<file path="config.mk">
export PLATFORM = sky130hd
export DESIGN_NAME = la_adder_4
export DESIGN_NICKNAME = d
export VERILOG_FILES = /design/src/rtl/la_adder_4.sv
export SDC_FILE = /design/constraint.sdc
export NUM_CORES = 1
export LEC_CHECK = 0
export ABC_CLOCK_PERIOD_IN_PS = 1600
export CAP_MARGIN = 40
export CORE_AREA = 5 5 42 44
export CTS_BUF_LIST = sky130_fd_sc_hd__clkbuf_8 sky130_fd_sc_hd__clkbuf_16
export CTS_CLUSTER_SIZE = 10
export DETAILED_ROUTE_END_ITERATION = 10
export DIE_AREA = 0 0 47 49
export SLEW_MARGIN = 10
export SYNTH_ARGS = -nofsm -noshare
export SYNTH_HDL_FRONTEND = slang
export SYNTH_SLANG_ARGS = --single-unit
</file>
<file path="constraint.sdc">
create_clock -name clk -period 1.6 [get_ports clk]
set_clock_uncertainty 0.2 [all_clocks]
set_input_delay 0.24 -clock clk [delete_from_list [all_inputs] [get_ports clk]]
set_output_delay 0.24 -clock clk [all_outputs]
set_load 0.01 [all_outputs]
</file>
<file path="src/rtl/la_adder_4.sv">
`default_nettype none
// ============================================================================
//  Module      : la_adder_4
//  Description : 4-bit carry-lookahead adder with registered sum, carry-out
//                and group-propagate outputs. All carries are flat
//                sum-of-products terms with no ripple path. Cout and Pout
//                let instances be cascaded into a wider block-lookahead adder.
//                Optional macro LA_ADDER4_IN_REG_EN adds an input register
//                stage in front of the lookahead logic (2-cycle latency).
//  Revision    : 1.0 - initial release
// ============================================================================
module la_adder_4 (
    input  logic       clk,
    input  logic       rst,
    input  logic [3:0] A,
    input  logic [3:0] B,
    input  logic       Cin,
    output logic [3:0] S,
    output logic       Cout,
    output logic       Pout
);

    // Operands as seen by the lookahead logic
    logic [3:0] w_a;
    logic [3:0] w_b;
    logic       w_cin;

`ifdef LA_ADDER4_IN_REG_EN
    logic [3:0] r_a;
    logic [3:0] r_b;
    logic       r_cin;

    // Input stage: capture operands every cycle, cleared by reset
    always_ff @(posedge clk) begin
        if (rst) begin
            r_a   <= 4'd0;
            r_b   <= 4'd0;
            r_cin <= 1'b0;
        end else begin
            r_a   <= A;
            r_b   <= B;
            r_cin <= Cin;
        end
    end

    assign w_a   = r_a;
    assign w_b   = r_b;
    assign w_cin = r_cin;
`else
    assign w_a   = A;
    assign w_b   = B;
    assign w_cin = Cin;
`endif

    // Per-bit propagate / generate
    logic [3:0] w_p;
    logic [3:0] w_g;

    assign w_p = w_a ^ w_b;
    assign w_g = w_a & w_b;

    // Flat two-level carries; every carry depends only on p, g and Cin
    logic w_c0;
    logic w_c1;
    logic w_c2;
    logic w_c3;
    logic w_c4;
    logic w_grp_g;
    logic w_grp_p;

    assign w_c0 = w_cin;

    assign w_c1 = w_g[0]
                | (w_p[0] & w_c0);

    assign w_c2 = w_g[1]
                | (w_p[1] & w_g[0])
                | (w_p[1] & w_p[0] & w_c0);

    assign w_c3 = w_g[2]
                | (w_p[2] & w_g[1])
                | (w_p[2] & w_p[1] & w_g[0])
                | (w_p[2] & w_p[1] & w_p[0] & w_c0);

    // Group generate/propagate for block-level lookahead
    assign w_grp_g = w_g[3]
                   | (w_p[3] & w_g[2])
                   | (w_p[3] & w_p[2] & w_g[1])
                   | (w_p[3] & w_p[2] & w_p[1] & w_g[0]);

    assign w_grp_p = w_p[3] & w_p[2] & w_p[1] & w_p[0];

    // c4 expands to the five product terms; written via G and P to share them
    assign w_c4 = w_grp_g | (w_grp_p & w_c0);

    logic [3:0] w_sum;

    assign w_sum = w_p ^ {w_c3, w_c2, w_c1, w_c0};

    // Output stage: reset has priority, otherwise capture a result every cycle
    logic [3:0] r_s;
    logic       r_cout;
    logic       r_pout;

    always_ff @(posedge clk) begin
        if (rst) begin
            r_s    <= 4'd0;
            r_cout <= 1'b0;
            r_pout <= 1'b0;
        end else begin
            r_s    <= w_sum;
            r_cout <= w_c4;
            r_pout <= w_grp_p;
        end
    end

    assign S    = r_s;
    assign Cout = r_cout;
    assign Pout = r_pout;

endmodule
`default_nettype wire

</file>
==> reports/metrics.cfg <==
[timing]
setup-tns-final_ns = 0
max_slew_margin_pct = 84.6
setup_viol = 0
rsz0062_at_grt = no
whs_ns = 0.416
slew_viol_final = 0
max_freq_mhz = 651
fin_crit_sh_pct = 96.0
period_needed_ns = 1.54
worst_slew_pin_slew_ns = 0.230
finalHoldViolations = 0

[critical_path]
path_cells = dlygate4sd2_1 -> ha_4 -> a211oi_2 -> o21bai_1 -> mux2_4
cpMaxStageDelayCell = mux2_4
cp_num_buf_inv = 1
critPathKind = in2reg
worstSetupStartpointType = input port
crit_required_ns = 1.50
cp.depth = 5
max_stage_delay_ns = 0.30
cp-end-kind = flop
cp_top_family = compound AO/OA/AOI/OAI gates
critical_path_arrival_ns = 1.44
critPathMaxFanout = 3

[detailed_routing]
postRouteWirelength_um = 652
drt_iter0_drc = 2
wire_per_inst_um = 9.73
vias_per_cell = 4.28
vias = 287
drc = 0
drt-pass1-iter-count = 2
drtAntennaViolNets = 0

[yosys]
synth_cell_types = 15
ys_seq_area_share_pct = 38.4
ys_ff_latch = 6
syn_avg_cell_area_um2 = 10.4
ys_warn_count = 0
syn_inst = 30
syn_area_um2 = 313
synth_nets = 46

[finish]
nets = 69
finish.utilization_pct = 41.6
n_fill_cell = 156
stdcell_area_um2 = 583
final_cells = 67
final_common_cell = clkdlybuf4s50_1
synthToLayoutAreaGrowth_pct = 86.4
drive_gt1_share_pct = 21.6
antenna_cells_inserted = 0
final_cell_mix = 10 x clkdlybuf4s50_1, 6 x dfxtp_1, 6 x dlygate4sd2_1

[clock_tree]
cts_resized = 11
cts-root-buf = clkbuf_8
cts-htree-levels = 1
cts.clk_slew.worst_paths_ns = 0.03
cts_hold_buf = 0
clock_path_buffers = 2
cts.sinks = 6
numCtsBuffers = 3
cts_tree = built
post-cts-setup-buffers = 0

[power]
ir_drop_v = 0.000196
pwr_density_cell_mw_per_mm2 = 896
static-leakage-power_nw = 0.256

[die]
start_util_pct = 22.3
die_area_mm2 = 0.00230
coreArea_mm2 = 0.00140
fp.dieH_um = 49
rows = 14
io-pin-count = 17
die_x_um = 47

[run_status]
status = finished, final reports clean

[global_route]
grt_usage_pct = 6.69
grt_overflow = 0
grt_pass1_wl_um = 1030
grt_pass1_vias = 270
antenna_found_initial = 0
grt_max_degree = 6

[place]
dpl-instance-area_um2 = 508
placed_cells = 64
place_congestion = 0.677
port_buffers = 16

[job]
maxCapViolations = 0

[hold_path]
hold_start = B[0]
min_to = S[0]$_SDFF_PP0_
hold_path_class = in2reg
whs_path_depth = 4

Yosys cell counts:
cell type	n	area share (%)
a211oi_1	1	2.4
nor2_1	4	4.8
ha_1	4	16
inv_1	4	4.8
a22o_1	1	2.8
mux2_4	1	4.8
o21bai_1	1	2.4
a211oi_2	1	4.0
dfxtp_1	6	38
o21ai_0	2	3.2
nor2b_1	1	2.0
fa_1	1	6.4
xor2_1	1	2.8
a21o_1	1	2.4
and4_1	1	2.8
worst max-delay path by stage:
stage,startpoint,to,slack [ns]
3_5_place_dp,A[0],S[3]$_SDFF_PP0_,-0.40
6_report,B[0],S[3]$_SDFF_PP0_,0.06
3_3_place_gp,A[0],S[3]$_SDFF_PP0_,-0.37
2_1_floorplan,A[0],S[3]$_SDFF_PP0_,0.12
5_1_grt,B[0],S[3]$_SDFF_PP0_,0.03
4_1_cts,B[0],S[3]$_SDFF_PP0_,0.08
state kept, by name, summed over array words and instances, names as in the netlist:
| signal | flops |
|---|---|
| Cout | 1 |
| Pout | 1 |
| S | 4 |
cell type report:
type,instances,area (um^2),area share (%)
Sequential cell,6,120,20.6
Tap cell,16,20.0,3.43
Timing Repair Buffer,18,168,28.8
Inverter,4,15.0,2.58
Clock buffer,3,41.3,7.08
Multi-Input combinational cell,20,219,37.6
cell families (layout without fill, tap and decap cells):
logic type	Yosys count	in the layout	share of synthesized area (%)
compound gates	7	7	17.2
buf+inv	4	25	4.80
mux	1	1	4.80
xor+xnor	1	1	2.80
simple gates	6	6	9.60
fa+ha+maj	5	5	22.4
flops	6	6	38.4
worst min-delay path, cell delays in order:
cell	delay [ns]
dlygate4sd2_1	0.27
inv_1	0.08
fa_1	0.15
nor2_1	0.04
layer usage:
layer / track usage, % / vias up / wire length [um]
met2: 8.60 / 15 / 290
met3: 2.21 / 4 / 73
met1: 7.25 / 121 / 258
met4: 8.29 / 0 / 29
li1: - / 147 / -
met5: 0 / - / 0
power by group:
| group | internal [mW] | switching (mW) | total, mW | leakage [nW] |
|---|---|---|---|---|
| logic | 0.0822 | 0.0526 | 0.135 | 0.184 |
| registers | 0.165 | 0.00329 | 0.169 | 0.0498 |
| clock network | 0.161 | 0.0578 | 0.219 | 0.0216 |
through the flow:
step	worst slack [ns]	power, mW
final	0.0635	0.522
after global routing	0.0266	0.558
after CTS	0.0784	0.532
after detailed placement	-0.401	0.298
after global placement	-0.368	0.297
after floorplan	0.123	0.228
(Power assumes the default switching activity.)
==> edit: new RTL, same settings <==
`r_s` no longer has a reset.
--- a/src/rtl/la_adder_4.sv
+++ b/src/rtl/la_adder_4.sv
@@ -104,14 +104,16 @@
 
     always_ff @(posedge clk) begin
         if (rst) begin
-            r_s    <= 4'd0;
             r_cout <= 1'b0;
             r_pout <= 1'b0;
         end else begin
-            r_s    <= w_sum;
             r_cout <= w_c4;
             r_pout <= w_grp_p;
         end
+    end
+
+    always_ff @(posedge clk) begin
+        r_s <= w_sum;
     end
 
     assign S    = r_s;
Behaviour: not the same (a bounded check fails within 4 cycles, from zero or initial values and one cycle with rst high).
==> edit against the original RTL <==
Design area is 8.6% lower. Combinational power is 9.6% higher. Synthesized cell count is 6.7% lower. Wire length is 6.7% lower. First-iteration DRC count is 50% lower. Largest cell class is now buffers. Setup slack better by 0.049 ns. Maximum frequency is 3.3% higher. Power is 4.4% higher. Sequential cell count stayed put. Area after synthesis is 6.8% lower. Global-route usage is 0.19 points lower.
==> edit: results (changes against the original RTL) <==
RUN STATUS
---------------------------------------------------------------------------
Result of the run ............................................ finished clean

ROUTING
---------------------------------------------------------------------------
Final wirelength .............................................       608 um   -6.7%
Violation count after the first detailed-route iteration .....            1   -1
Via count ....................................................          262   -8.7%
Routed wire per std cell .....................................      9.35 um   -3.9%

WORST SETUP PATH
---------------------------------------------------------------------------
Kind of critical path ........................................ flop to primary output
Endpoint arrival time on the critical path ...................      1.05 ns   -0.39 ns
Stage delay of the slowest cell on the critical path .........      0.53 ns   +0.23 ns
Largest delay contributor family on the critical path ........ buffers and inverters
Max FO, Critical Path ........................................            1   -2
Slowest cell on the critical path ............................ sky130_fd_sc_hd__clkdlybuf4s50_1

GLOBAL ROUTING
---------------------------------------------------------------------------
Vias in the first global route ...............................          297   +10%
Maximum number of pins on one net before global-route repair .            4   -2
Wire length of the first global-routing pass .................       972 um   -5.4%
GRT Util Overall .............................................       0.0650   -0.00193

SYNTHESIS
---------------------------------------------------------------------------
Post-Synth XOR/XNOR Area .....................................       0.0901   +0.0621
Proportion of synthesized chip area in sequential cells ......        0.412   +0.0280
Top cells by instance count after synthesis .................. sky130_fd_sc_hd__dfxtp_1, sky130_fd_sc_hd__ha_1, sky130_fd_sc_hd__inv_1
Adder and majority cell fraction of the synthesized area .....        0.240   +0.0163
Number of nets produced by synthesis .........................           44   -4.3%
Synthesized area per cell ....................................     10.4 um2   -0.14%
Unique masters post-synth ....................................           13   -2
Ranking of synthesized cells by area ......................... sky130_fd_sc_hd__dfxtp_1, sky130_fd_sc_hd__ha_1, sky130_fd_sc_hd__xnor2_1

PWR
---------------------------------------------------------------------------
Leakage dissipation ..........................................     0.248 nW   -3.0%
Reported combinational group power ...........................     0.148 mW   +9.6%

PLACEMENT
---------------------------------------------------------------------------
Post-detailed-placement cell area ............................      487 um2   -4.2%
Count of placed standard cells including taps ................           62   -3.1%

TIMING
---------------------------------------------------------------------------
Minimum period implied by the final worst setup slack ........      1.49 ns   -0.0490 ns

MIN PATH
---------------------------------------------------------------------------
Worst min-delay path endpoint ................................ S[0]$_DFF_P_

==> edit: cell types whose count changed in the layout (fill, tap and decap cells not counted), moves of 2 or more <==
cell,unedited run,this run
sky130_fd_sc_hd__clkdlybuf4s50_1,10,14
sky130_fd_sc_hd__dlygate4sd2_1,6,0
sky130_fd_sc_hd__dlymetal6s2s_1,0,2
sky130_fd_sc_hd__ha_1,1,4
sky130_fd_sc_hd__ha_4,3,0
sky130_fd_sc_hd__xnor2_1,0,3
==> edit: area by class of cell <==
| type | instances | area [um2] | share of cell area |
|---|---|---|---|
| timing repair buffer | 18 | 180 | 0.338 |
| multi-input combinational | 18 | 156 | 0.293 |
| sequential | 6 | 120 | 0.225 |
| clock buffer | 3 | 41.3 | 0.0775 |
| tap | 16 | 20.0 | 0.0376 |
| inverter | 4 | 15.0 | 0.0282 |
==> edit: layer usage <==
layer,track usage,part of all wire,vias to the layer above
met3,0.0111,0.10,2
met2,0.115,0.55,11
met1,0.0377,0.32,114
met5,0,0,-
li1,-,-,135
met4,0.0968,0.033,0
